===== src/rtl/ibex_multdiv_issue.sv =====
// Issue-side controller for the slow multiply/divide unit: holds the request,
// drives unit enables/selects, owns the intermediate registers and the result.
package ibex_pkg;
   typedef enum logic [1:0] {
      MD_OP_MULL,
      MD_OP_MULH,
      MD_OP_DIV,
      MD_OP_REM
   } md_op_e;
endpackage

module ibex_multdiv_issue #(
   parameter int unsigned WatchdogCycles = 64
) (
   input  logic                     clk_i,
   input  logic                     rst_i,
   input  logic                     req_valid_i,
   output logic                     req_ready_o,
   input  ibex_pkg::md_op_e         req_operator_i,
   input  logic [1:0]               req_signed_mode_i,
   input  logic [31:0]              req_op_a_i,
   input  logic [31:0]              req_op_b_i,
   input  logic                     req_data_ind_timing_i,
   input  logic                     kill_i,
   output logic                     mult_en_o,
   output logic                     div_en_o,
   output logic                     mult_sel_o,
   output logic                     div_sel_o,
   output ibex_pkg::md_op_e         operator_o,
   output logic [1:0]               signed_mode_o,
   output logic [31:0]              op_a_o,
   output logic [31:0]              op_b_o,
   output logic                     data_ind_timing_o,
   output logic [33:0]              imd_val_q_o [2],
   input  logic [33:0]              imd_val_d_i [2],
   input  logic [1:0]               imd_val_we_i,
   input  logic                     md_valid_i,
   input  logic [31:0]              md_result_i,
   output logic                     multdiv_ready_id_o,
   output logic                     res_valid_o,
   input  logic                     res_ready_i,
   output logic [31:0]              res_data_o,
   output logic                     watchdog_err_o
);

   // state  | meaning
   // IDLE   | waiting for a request, req_ready_o high
   // BUSY   | unit enabled and iterating, watchdog counting
   // DONE   | result held for writeback
   // ABORT  | single enables-low cycle that resets the unit's own FSM
   typedef enum logic [1:0] {S_IDLE, S_BUSY, S_DONE, S_ABORT} state_e;

   state_e            state_q, state_d;
   logic              accept;
   logic              wdog_hit;
   logic              err_d, err_q;
   logic [7:0]        cnt_q;
   logic              is_mult_q;
   ibex_pkg::md_op_e  operator_q;
   logic [1:0]        signed_mode_q;
   logic [31:0]       op_a_q, op_b_q;
   logic              dit_q;
   logic [31:0]       res_q;
   logic [33:0]       imd_q [2];

   assign wdog_hit = (cnt_q == 8'(WatchdogCycles - 1));

   always_comb begin
      state_d = state_q;
      accept  = 1'b0;
      err_d   = 1'b0;
      case (state_q)
         S_IDLE: begin
            if (req_valid_i && !kill_i) begin
               state_d = S_BUSY;
               accept  = 1'b1;
            end
         end
         S_BUSY: begin
            // kill beats a coincident result; a result beats the watchdog
            if (kill_i) begin
               state_d = S_ABORT;
            end else if (md_valid_i) begin
               state_d = S_DONE;
            end else if (wdog_hit) begin
               state_d = S_ABORT;
               err_d   = 1'b1;
            end
         end
         S_DONE: begin
            if (kill_i || res_ready_i) state_d = S_IDLE;
         end
         S_ABORT: state_d = S_IDLE;
         default: state_d = S_IDLE;
      endcase
   end

   always_ff @(posedge clk_i) begin
      if (rst_i) begin
         state_q       <= S_IDLE;
         err_q         <= 1'b0;
         cnt_q         <= 8'd0;
         is_mult_q     <= 1'b0;
         operator_q    <= ibex_pkg::MD_OP_MULL;
         signed_mode_q <= 2'b00;
         op_a_q        <= 32'd0;
         op_b_q        <= 32'd0;
         dit_q         <= 1'b0;
         res_q         <= 32'd0;
         imd_q[0]      <= 34'd0;
         imd_q[1]      <= 34'd0;
      end else begin
         state_q <= state_d;
         err_q   <= err_d;
         if (accept) begin
            operator_q    <= req_operator_i;
            signed_mode_q <= req_signed_mode_i;
            op_a_q        <= req_op_a_i;
            op_b_q        <= req_op_b_i;
            dit_q         <= req_data_ind_timing_i;
            is_mult_q     <= (req_operator_i == ibex_pkg::MD_OP_MULL) ||
                             (req_operator_i == ibex_pkg::MD_OP_MULH);
            cnt_q         <= 8'd0;
            imd_q[0]      <= 34'd0;
            imd_q[1]      <= 34'd0;
         end else if (state_q == S_BUSY) begin
            if (cnt_q != 8'hFF) cnt_q <= cnt_q + 8'd1;
            for (int i = 0; i < 2; i++) begin
               if (imd_val_we_i[i]) imd_q[i] <= imd_val_d_i[i];
            end
         end
         if (state_q == S_BUSY && state_d == S_DONE) res_q <= md_result_i;
      end
   end

   assign req_ready_o        = (state_q == S_IDLE);
   assign multdiv_ready_id_o = (state_q == S_BUSY);
   assign mult_en_o          = (state_q == S_BUSY) &&  is_mult_q;
   assign div_en_o           = (state_q == S_BUSY) && !is_mult_q;
   assign mult_sel_o         = (state_q == S_BUSY || state_q == S_DONE) &&  is_mult_q;
   assign div_sel_o          = (state_q == S_BUSY || state_q == S_DONE) && !is_mult_q;
   assign res_valid_o        = (state_q == S_DONE);
   assign res_data_o         = res_q;
   assign watchdog_err_o     = err_q;
   assign operator_o         = operator_q;
   assign signed_mode_o      = signed_mode_q;
   assign op_a_o             = op_a_q;
   assign op_b_o             = op_b_q;
   assign data_ind_timing_o  = dit_q;
   assign imd_val_q_o[0]     = imd_q[0];
   assign imd_val_q_o[1]     = imd_q[1];

endmodule


===== config.mk =====
export PLATFORM = sky130hd
export DESIGN_NAME = ibex_multdiv_issue
export DESIGN_NICKNAME = d
export VERILOG_FILES = /design/src/rtl/ibex_multdiv_issue.sv
export SDC_FILE = /design/constraint.sdc
export NUM_CORES = 1
export LEC_CHECK = 0
export ABC_AREA = 1
export CORE_AREA = 4 4 161 163
export DETAILED_ROUTE_END_ITERATION = 8
export DIE_AREA = 0 0 165 167
export HOLD_SLACK_MARGIN = 0.15
export PLACE_DENSITY = 0.66
export SLEW_MARGIN = 20
export SYNTH_ARGS = -nofsm -noshare
export SYNTH_HDL_FRONTEND = slang
export SYNTH_SLANG_ARGS = --single-unit

===== constraint.sdc =====
create_clock -name clk_i -period 6 [get_ports clk_i]
set_input_delay 1.5 -clock clk_i [delete_from_list [all_inputs] [get_ports clk_i]]
set_output_delay 1.5 -clock clk_i [all_outputs]
set_load 0.05 [all_outputs]

==> Word level (Yosys, flattened, before mapping) <==
Memories as Yosys holds them, arrays and structs flattened.
Index checks and enable logic that the tools add are counted.
Widths: inputs -> output; s select.
{ "op_classes": {"n_addsub": 1, "mul": 0, "n_div": 0, "order_cmp": 0, "eq_ne": 7, "shift": 0, "muxes": 28, "bitwise": 5, "n_reduce_logical": 16} }
{ "ops": {"columns": ["cell", "count"], "rows": [
  ["$mux 34", 4],
  ["$mux 1", 18],
  ["$mux 2", 5],
  ["$add 8x1->8 const B", 1],
  ["$eq 8x6->1 const B", 1],
  ["$ne 8x8->1 const B", 1],
  ["$pmux 2 s4", 1],
  ["$eq 2x2->1 const B", 3],
  ["$logic_and 1x1->1", 6],
  ["$eq 2x1->1 const B", 2],
  ["$logic_not 2->1", 2],
  ["$or 1x1->1", 4],
  ["$reduce_or 4->1", 1],
  ["$logic_or 1x1->1", 3],
  ["$logic_not 1->1", 2],
  ["$reduce_and 2->1", 1],
  ["$reduce_or 2->1", 1],
  ["$not 1->1", 1]
]} }
{ "totals": {"ff_bits": 113, "latch_bits": 0, "ram_bits": 68, "rom_bits": 0, "out_inout_bits": 177, "memories": 1} }
{ "mem_list": {"columns": ["name", "words", "word_bits", "rd", "rd_clocked_by_memory_dff", "wr", "line_no", "text"], "rows": [
  ["imd_q", 2, 34, 2, 0, 2, "64", "logic [33:0] imd_q [2];"]
]} }

==> Logic depth before layout (Yosys ltp) <==
Gate-level depths: netlist of the first run.
{ "depth": {"depth_word": 9, "depth_mapped": 15, "depth_no_buf": 14} }

==> Worst setup path after synthesis of the first run <==
OpenSTA, ideal clock, no wires.
{ "synth_timing": {"kind": "input to register", "start": "in kill_i", "end": "mem imd_q[0][0] (enable)", "arrival_time_ns": 3.044, "required_ns": 5.420, "path_slack_ns": 2.376, "cell_stages": 7, "path_cell_list": "inv_1 nand2_1 nor2_2 inv_1 buf_2 buf_1 nand3_1"} }
{ "synth_rtl": {"columns": ["item", "line_no", "text"], "rows": [
  ["start: declaration", "24", "input logic kill_i,"],
  ["end: declaration", "64", null]
]} }

==> results of run 1 <==
[power by group]
part | leakage, nW | switching (mW) | internal [mW]
clock | 0.279 | 0.542 | 0.556
combinational | 3.17 | 0.438 | 0.261
sequential | 1.65 | 0.0291 | 1.35
[metal layers]
layer / share of wire / vias up / global-route usage
met5: 0 / - / 0
met4: 0.018 / 0 / 0.0593
met3: 0.10 / 24 / 0.0588
met2: 0.48 / 247 / 0.259
met1: 0.40 / 2993 / 0.182
li1: - / 3365 / -
[cell type report]
class | count | area [µm²]
Sequential cell | 181 | 4300
Tap cell | 324 | 405
Clock inverter | 14 | 140
Multi-Input combinational cell | 478 | 2110
Antenna cell | 1 | 2.50
Fill cell | 2336 | 12700
Clock buffer | 18 | 429
Inverter | 184 | 691
Timing Repair Buffer | 359 | 3580
[cell usage after synthesis, types with 2 or more instances]
| library cell | instances |
|---|---|
| buf_6 | 3 |
| a21oi_1 | 7 |
| nand2_1 | 94 |
| edfxtp_1 | 68 |
| ha_1 | 4 |
| buf_1 | 9 |
| xor2_1 | 3 |
| buf_2 | 8 |
| nor2_1 | 249 |
| clkbuf_1 | 23 |
| buf_4 | 2 |
| o21ai_0 | 73 |
| nand4_1 | 33 |
| dfxtp_1 | 113 |
| nand3_1 | 6 |
| inv_1 | 184 |
[worst max-delay path: stages]
cell,delay [ns]
clkdlybuf4s50_1,0.50
inv_1,0.06
nand2_1,0.11
nor2_4,0.05
inv_2,0.05
buf_4,0.61
nand3_2,0.87
[flip-flops by register name (all words and copies together) (netlist names)]
name / flops
signed_mode_o: 2
state_q: 2
cnt_q: 8
op_b_o: 32
imd_q: 68
res_data_o: 32
is_mult_q: 1
op_a_o: 32
operator_o: 2
data_ind_timing_o: 1
watchdog_err_o: 1
[worst max-delay path by stage]
stage	start	to	slack [ns]	cells after the start
6_report	kill_i	imd_q[0][39]	2.12	7
5_1_grt	kill_i	imd_q[0][46]	1.89	7
4_1_cts	kill_i	imd_q[0][41]	2.06	7
3_5_place_dp	kill_i	imd_q[0][46]	1.60	7
3_3_place_gp	kill_i	imd_q[0][59]	1.61	7
2_1_floorplan	kill_i	imd_q[0][0]	2.38	7
[kinds of logic after synthesis]
group,after synthesis
flip-flops,181
buffers and inverters,229
adder cells (fa/ha/maj),4
XOR/XNOR,3
AND/OR/NAND/NOR,388
AO/OA/AOI/OAI,83
==> results.sh, run 1 <==
export IMPL_fin_ws_ns=2.12
export IMPL_hold_viol=0
export IMPL_synth_simple_area_share=0.216
export IMPL_reg2reg_depth=7
export IMPL_vias=6629
export IMPL_drive_above_1_share=0.0373
export IMPL_cap_viol_max_count=0
export IMPL_final_area_um2=11700
export IMPL_cts_resized=0
export IMPL_final_common_cell="clkdlybuf4s50_1"
export IMPL_synth_area_leaders="dfxtp_1 (31%), edfxtp_1 (28%), nor2_1 (13%), inv_1 (9.5%), o21ai_0 (5.0%)"
export IMPL_vdd_drop_max_uv=150
export IMPL_initialDrtViolationCount=336
export IMPL_finalCoreUtilization=0.479
export IMPL_stdcell_count=1559
export IMPL_syn2layout_area_growth_pct=59.9
export IMPL_min_from="operator_o[1]"
export IMPL_finalClockSkew_ns=0.0111
export IMPL_cts_buffer_depth=2
export IMPL_cp_arrival_ns=3.78
export IMPL_drc_errors=0
export IMPL_synth_top_family_by_area="simple AND/OR/NAND/NOR gates"
export IMPL_cts_setup_buffers=0
export IMPL_grt_start_max_net_pins=74
export IMPL_hold_worst_slack_ns=0.469
export IMPL_dp_hpwl_um=15800
export IMPL_min_path_cells=2
export IMPL_status="complete, no violations"
export IMPL_cts_sinks=181
export IMPL_synth_compound_area_share=0.0601
export IMPL_timing_rr_end="imd_q[0][39]"
export IMPL_synth_mux_area_fraction=0
export IMPL_p_per_area_nw_per_um2=273
export IMPL_p_total_mw=3.18
export IMPL_grt_util_all_layers=0.156
export IMPL_ys_types=25
export IMPL_netlist_area_um2=7290
export IMPL_synth_xor_area_frac=0.00360
export IMPL_tightest_slew_ns=0.906
export IMPL_die_area_um2=27600
export IMPL_cts_tree="yes"
export IMPL_ys_seq_area_frac=0.590
export IMPL_timing_rr_start="state_q[1]"
export IMPL_final_min_clock_period_ns=3.88
export IMPL_period_share=0.647
export IMPL_h_tree_depth=4
export IMPL_coreArea_um2=24300
export IMPL_synth_warnings=0
export IMPL_crit_path_max_fanout=73
export IMPL_synth_largest_area_cell="dfxtp_1"
export IMPL_required_ns=5.89
export IMPL_wl_per_cell_um=14.2
export IMPL_wirelength_um=22100
export IMPL_synth_main_ff_cell="dfxtp_1"
export IMPL_clk_pin_slew_worst_paths_ns=0.07
export IMPL_tns_ns=0
export IMPL_start_kind="input pin"
export IMPL_syn_area_per_cell_um2=8.21
export IMPL_synth_async_reset_ratio=0
export IMPL_grt_pass1_vias=6458
export IMPL_r2r_setup_slack_ns=2.97
export IMPL_setup_viol=0
export IMPL_gr_total_overflow=0
export IMPL_slew_viol_final=0
export IMPL_dpl_cell_area_um2=11100
export IMPL_initial_core_util=0.300
export IMPL_hp_class="reg2reg"
export IMPL_min_to="operator_o[1]"
export IMPL_fmax_mhz=258
export IMPL_rsz0062_at_grt="no"
export IMPL_cts_buffers=17
export IMPL_antenna_left=0
export IMPL_cts_hold_buffers=0
export IMPL_synth_cells=888
export IMPL_mostFrequentLayoutCells="clkdlybuf4s50_1 (353), nor2_1 (249), inv_1 (182)"
export IMPL_via_per_inst=4.25
export IMPL_grt_pass1_wl_um=34100
export IMPL_synth_top_area_share=0.310
export IMPL_portBuffers=353
export IMPL_synth_edf_count=68
export IMPL_layout_nets=1402
export IMPL_dp_cells=1526
export IMPL_die_h_um=167
export IMPL_clockRootBuffer="clkbuf_16"
export IMPL_dieWidth_um=165
export IMPL_path_class="in2reg"
export IMPL_synth_nets=1069
export IMPL_grt_antenna_before_repair=1
export IMPL_num_io_pins=354
export IMPL_pre_cts_ws_ns=1.60
export IMPL_relSlewSlack=0.395
export IMPL_firstDrtPassIters=4
export IMPL_ys_seq_elements=181
export IMPL_place_congestion=0.780
export IMPL_clk_latency_ns=0.43
export IMPL_p_leak_nw=5.10
export IMPL_rows=57
export IMPL_synthAdderAreaFrac=0.00686
export IMPL_end_kind="register"
No activity file was read; power rests on OpenSTA's default activity.
==> run 2, diff against run 1 <==
--- a/config.mk
+++ b/config.mk
@@ -10,7 +10,7 @@
 export DETAILED_ROUTE_END_ITERATION = 8
 export DIE_AREA = 0 0 165 167
 export HOLD_SLACK_MARGIN = 0.15
-export PLACE_DENSITY = 0.66
+export PLACE_DENSITY = 0.68
 export SLEW_MARGIN = 20
 export SYNTH_ARGS = -nofsm -noshare
 export SYNTH_HDL_FRONTEND = slang
==> constraint.sdc (replaced) <==
create_clock -name clk_i -period 3.5 [get_ports clk_i]
set_input_delay 0.875 -clock clk_i [delete_from_list [all_inputs] [get_ports clk_i]]
set_output_delay 0.875 -clock clk_i [all_outputs]
set_load 0.05 [all_outputs]
==> results.sh, run 2 (synthesis results as in run 1) <==
export IMPL_status="complete, no violations"
export IMPL_seqPwrFrac=0.435
export IMPL_cts_buffers=17
export IMPL_p_leak_nw=5.14
export IMPL_fillers=2300
export IMPL_dieWidth_um=165
export IMPL_final_common_cell="clkdlybuf4s50_1"
export IMPL_setup_viol=0
export IMPL_crit_path_max_fanout=4
export IMPL_min_to="operator_o[1]"
export IMPL_cp_common_cell="inv_1"
export IMPL_finalClockSkew_ns=0.0130
export IMPL_cts_sinks=181
export IMPL_wl_per_cell_um=14.1
export IMPL_r2r_setup_slack_ns=1.30
export IMPL_rsz0062_at_grt="no"
export IMPL_place_congestion=0.781
export IMPL_grt_pass1_vias=6335
export IMPL_largest_register="imd_q"
export IMPL_hold_viol=0
export IMPL_min_from="operator_o[1]"
export IMPL_h_tree_depth=4
export IMPL_syn2layout_area_growth_pct=60.8
export IMPL_required_ns=2.62
export IMPL_cpMaxStageDelayCell="clkdlybuf4s50_1"
export IMPL_portBuffers=353
export IMPL_via_per_inst=4.17
export IMPL_firstDrtPassIters=4
export IMPL_reg2reg_depth=7
export IMPL_cts_resized=0
export IMPL_layout_nets=1408
export IMPL_combPwrFrac=0.221
export IMPL_clkPwrFrac=0.343
export IMPL_switching_share=0.316
export IMPL_cts_buffer_depth=2
export IMPL_min_path_cells=2
export IMPL_p_int_mw=3.73
export IMPL_dp_hpwl_um=16000
export IMPL_pre_cts_ws_ns=0.638
export IMPL_p_per_area_nw_per_um2=464
export IMPL_vdd_drop_max_uv=253
export IMPL_p_total_mw=5.45
export IMPL_clk_pin_slew_worst_paths_ns=0.07
export IMPL_drive_above_1_share=0.0411
export IMPL_initialDrtViolationCount=316
export IMPL_fmax_mhz=329
export IMPL_coreArea_um2=24300
export IMPL_hp_class="reg2reg"
export IMPL_cp_cell_sequence="inv_1 > ha_1 > inv_1 > nor2_1 > clkdlybuf4s50_1"
export IMPL_num_io_pins=354
export IMPL_vias=6527
export IMPL_cap_viol_max_count=0
export IMPL_path_class="reg2out"
export IMPL_wirelength_um=22000
export IMPL_stdcell_count=1564
export IMPL_critPathMaxStageDelay_ns=0.81
export IMPL_cp_arrival_ns=2.16
export IMPL_gr_total_overflow=0
export IMPL_cts_hold_buffers=0
export IMPL_period_share=0.868
export IMPL_final_area_um2=11700
export IMPL_cts_tree="yes"
export IMPL_cts_setup_buffers=0
export IMPL_drc_errors=0
export IMPL_antenna_cells=0
export IMPL_grt_pass1_wl_um=33600
export IMPL_timing_rr_start="state_q[1]"
export IMPL_path_buf_inv=3
export IMPL_end_kind="output pin"
export IMPL_tns_ns=0
export IMPL_relSlewSlack=0.413
export IMPL_clockRootBuffer="clkbuf_16"
export IMPL_start_kind="register"
export IMPL_grt_antenna_before_repair=0
export IMPL_timing_rr_end="imd_q[0][35]"
export IMPL_dpl_cell_area_um2=11200
export IMPL_largest_reg_flops=68
export IMPL_hold_worst_slack_ns=0.474
export IMPL_path_delay_family="buffers and inverters"
export IMPL_fin_ws_ns=0.463
export IMPL_slew_viol_final=0
export IMPL_initial_core_util=0.300
export IMPL_finalCoreUtilization=0.482
export IMPL_die_h_um=167
export IMPL_rows=57
export IMPL_final_min_clock_period_ns=3.04
export IMPL_grt_start_max_net_pins=72
export IMPL_dp_cells=1532
export IMPL_die_area_um2=27600
export IMPL_mostFrequentLayoutCells="clkdlybuf4s50_1 (353), nor2_1 (249), inv_1 (182)"
export IMPL_tightest_slew_ns=0.877
export IMPL_grt_util_all_layers=0.153
export IMPL_antenna_left=0
export IMPL_p_sw_mw=1.72
export IMPL_clk_latency_ns=0.43
[run 2: cell count changes in the layout (fill, tap and decap cells not counted)]
| cell | before | now |
|---|---|---|
| buf_12 | 0 | 2 |
| buf_4 | 6 | 10 |
| clkbuf_1 | 1 | 2 |
| clkinv_2 | 1 | 0 |
| clkinv_8 | 1 | 2 |
| diode_2 | 1 | 0 |
| inv_6 | 2 | 3 |
| inv_8 | 6 | 4 |
[run 2: how the worst max path moves through the flow]
stage / start / to / slack (ns) / cells after the start
floorplan: state_q[1] / imd_q[0][0] / 0.46 / 8
global placement: kill_i / res_data_o[23] / 0.66 / 9
detailed placement: kill_i / res_data_o[18] / 0.64 / 9
CTS: state_q[1] / div_en_o / 0.43 / 5
global route: state_q[1] / div_sel_o / 0.33 / 5
finish: state_q[1] / div_sel_o / 0.46 / 5
[run 2: area by class of cell]
cell class                 count  area, µm²  share of cell area
multi-input combinational    478       2110               0.180
sequential                   181       4300               0.367
tap                          324        405              0.0346
inverter                     184        691              0.0589
clock buffer                  19        433              0.0369
timing repair buffer         365       3650               0.311
clock inverter                13        138              0.0117
[run 2: tightest hold or removal path: stages (launching register included)]
cell and delay, ns:
dfxtp_1 0.31, nand2_1 0.06, a21oi_1 0.05
[run 2: power groups by stage]
| stage | clock (mW) | sequential, mW | combinational [mW] |
|---|---|---|---|
| 2_1_floorplan | 0 | 2.86 | 0.231 |
| 3_3_place_gp | 0 | 2.41 | 1.21 |
| 3_5_place_dp | 0 | 2.42 | 1.21 |
| 4_1_cts | 1.94 | 2.37 | 1.22 |
| 5_1_grt | 2.05 | 2.39 | 1.27 |
| 6_report | 1.87 | 2.37 | 1.20 |
[run 2: layer usage]
metal,track usage,part of all wire,up-vias
li1,-,-,3371
met1,0.177,0.40,2882
met2,0.257,0.48,253
met3,0.0645,0.10,21
met4,0.0459,0.015,0
met5,0,0,-
==> run 3, diff against run 2 <==
--- a/config.mk
+++ b/config.mk
@@ -6,11 +6,10 @@
 export NUM_CORES = 1
 export LEC_CHECK = 0
 export ABC_AREA = 1
-export CORE_AREA = 4 4 161 163
+export CORE_AREA = 4 4 170 155
 export DETAILED_ROUTE_END_ITERATION = 8
-export DIE_AREA = 0 0 165 167
+export DIE_AREA = 0 0 174 159
 export HOLD_SLACK_MARGIN = 0.15
-export PLACE_DENSITY = 0.68
 export SLEW_MARGIN = 20
 export SYNTH_ARGS = -nofsm -noshare
 export SYNTH_HDL_FRONTEND = slang
==> results.sh, run 3 (synthesis results as in run 1) <==
export IMPL_final_min_clock_period_ns=3.24
export IMPL_fmax_mhz=309
export IMPL_wl_per_cell_um=14.6
export IMPL_syn2layout_area_growth_pct=60.2
export IMPL_wirelength_um=22600
export IMPL_drive_above_1_share=0.0388
export IMPL_finalClockSkew_ns=0.0108
export IMPL_cts_setup_buffers=0
export IMPL_path_class="reg2out"
export IMPL_cts_tree="yes"
export IMPL_min_from="operator_o[1]"
export IMPL_cts_resized=0
export IMPL_dieWidth_um=174
export IMPL_grt_pass1_vias=6422
export IMPL_vias=6579
export IMPL_coreArea_um2=24300
export IMPL_dp_cells=1514
export IMPL_largest_reg_flops=68
export IMPL_tightest_slew_ns=0.668
export IMPL_p_per_area_nw_per_um2=463
export IMPL_final_area_um2=11700
export IMPL_cts_sinks=181
export IMPL_p_leak_nw=5.12
export IMPL_dp_hpwl_um=16000
export IMPL_drc_errors=0
export IMPL_p_total_mw=5.41
export IMPL_clockRootBuffer="clkbuf_16"
export IMPL_cts_hold_buffers=0
export IMPL_portBuffers=353
export IMPL_h_tree_depth=4
export IMPL_end_kind="output pin"
export IMPL_firstDrtPassIters=6
export IMPL_hp_class="reg2reg"
export IMPL_relSlewSlack=0.554
export IMPL_hold_viol=0
export IMPL_pre_cts_ws_ns=0.715
export IMPL_cap_viol_max_count=0
export IMPL_cp_arrival_ns=2.36
export IMPL_grt_antenna_before_repair=0
export IMPL_rows=54
export IMPL_fillers=2318
export IMPL_antenna_left=0
export IMPL_rsz0062_at_grt="no"
export IMPL_initialDrtViolationCount=390
export IMPL_antenna_cells=0
export IMPL_grt_pass1_wl_um=35000
export IMPL_slew_viol_final=0
export IMPL_setup_viol=0
export IMPL_die_h_um=159
export IMPL_gr_total_overflow=0
export IMPL_num_io_pins=354
export IMPL_largest_register="imd_q"
export IMPL_period_share=0.924
export IMPL_via_per_inst=4.26
export IMPL_cts_buffers=17
export IMPL_fin_ws_ns=0.265
export IMPL_crit_start="state_q[1]"
export IMPL_timing_rr_start="state_q[1]"
export IMPL_initial_core_util=0.300
export IMPL_final_common_cell="clkdlybuf4s50_1"
export IMPL_layout_nets=1406
export IMPL_dpl_cell_area_um2=11100
export IMPL_place_congestion=0.793
export IMPL_status="complete, no violations"
export IMPL_vdd_drop_max_uv=238
export IMPL_crit_path_max_fanout=8
export IMPL_stdcell_count=1546
export IMPL_clk_pin_slew_worst_paths_ns=0.07
export IMPL_mostFrequentLayoutCells="clkdlybuf4s50_1 (353), nor2_1 (249), inv_1 (182)"
export IMPL_die_area_um2=27700
export IMPL_tns_ns=0
export IMPL_grt_start_max_net_pins=101
export IMPL_required_ns=2.62
export IMPL_start_kind="register"
export IMPL_grt_util_all_layers=0.156
export IMPL_cts_buffer_depth=2
export IMPL_finalCoreUtilization=0.480
export IMPL_clk_latency_ns=0.42
export IMPL_hold_worst_slack_ns=0.474
==> run 3: cell count changes in the layout (fill, tap and decap cells not counted), sizes merged <==
cell,delta
buf,-2
clkinv,-2
clkinvlp,+1
inv,+1
==> run 3: report_power, final <==
part / switching (mW) / total (mW) / internal, mW
combinational: 0.754 / 1.21 / 0.453
clock: 0.896 / 1.84 / 0.939
sequential: 0.0499 / 2.37 / 2.32
total: 1.70 / 5.41 / 3.71
==> run 3: routing by layer <==
layer  vias to the layer above  track usage  share of wire
li1                       3368            -              -
met1                      2946        0.182           0.41
met2                       249        0.266           0.48
met3                        16       0.0705          0.099
met4                         0       0.0374          0.012
met5                         -            0              0
==> run 3: path summary, 6_finish.rpt <==
check	endpoint	slack, ns	depth (start not counted)
max	div_en_o	0.26	5
min	operator_o[1]	0.47	2
max reg2reg	imd_q[0][40]	1.41	7
min reg2reg	operator_o[1]	0.47	2
==> run 3: cell type report <==
type / instances / area, µm² / area share
well taps: 308 / 385 / 0.0330
repair buffers: 363 / 3650 / 0.312
clock buffers: 19 / 433 / 0.0371
flip-flops and latches: 181 / 4300 / 0.369
inverters: 184 / 691 / 0.0591
clock inverters: 13 / 118 / 0.0101
multi-input cells: 478 / 2100 / 0.180
==> run 3: worst max-delay path, stage by stage (launching register included) <==
cell and delay [ns]:
dfxtp_1 0.33, inv_1 0.17, ha_1 0.38, inv_1 0.13
nor2_1 0.10, clkdlybuf4s50_1 0.82
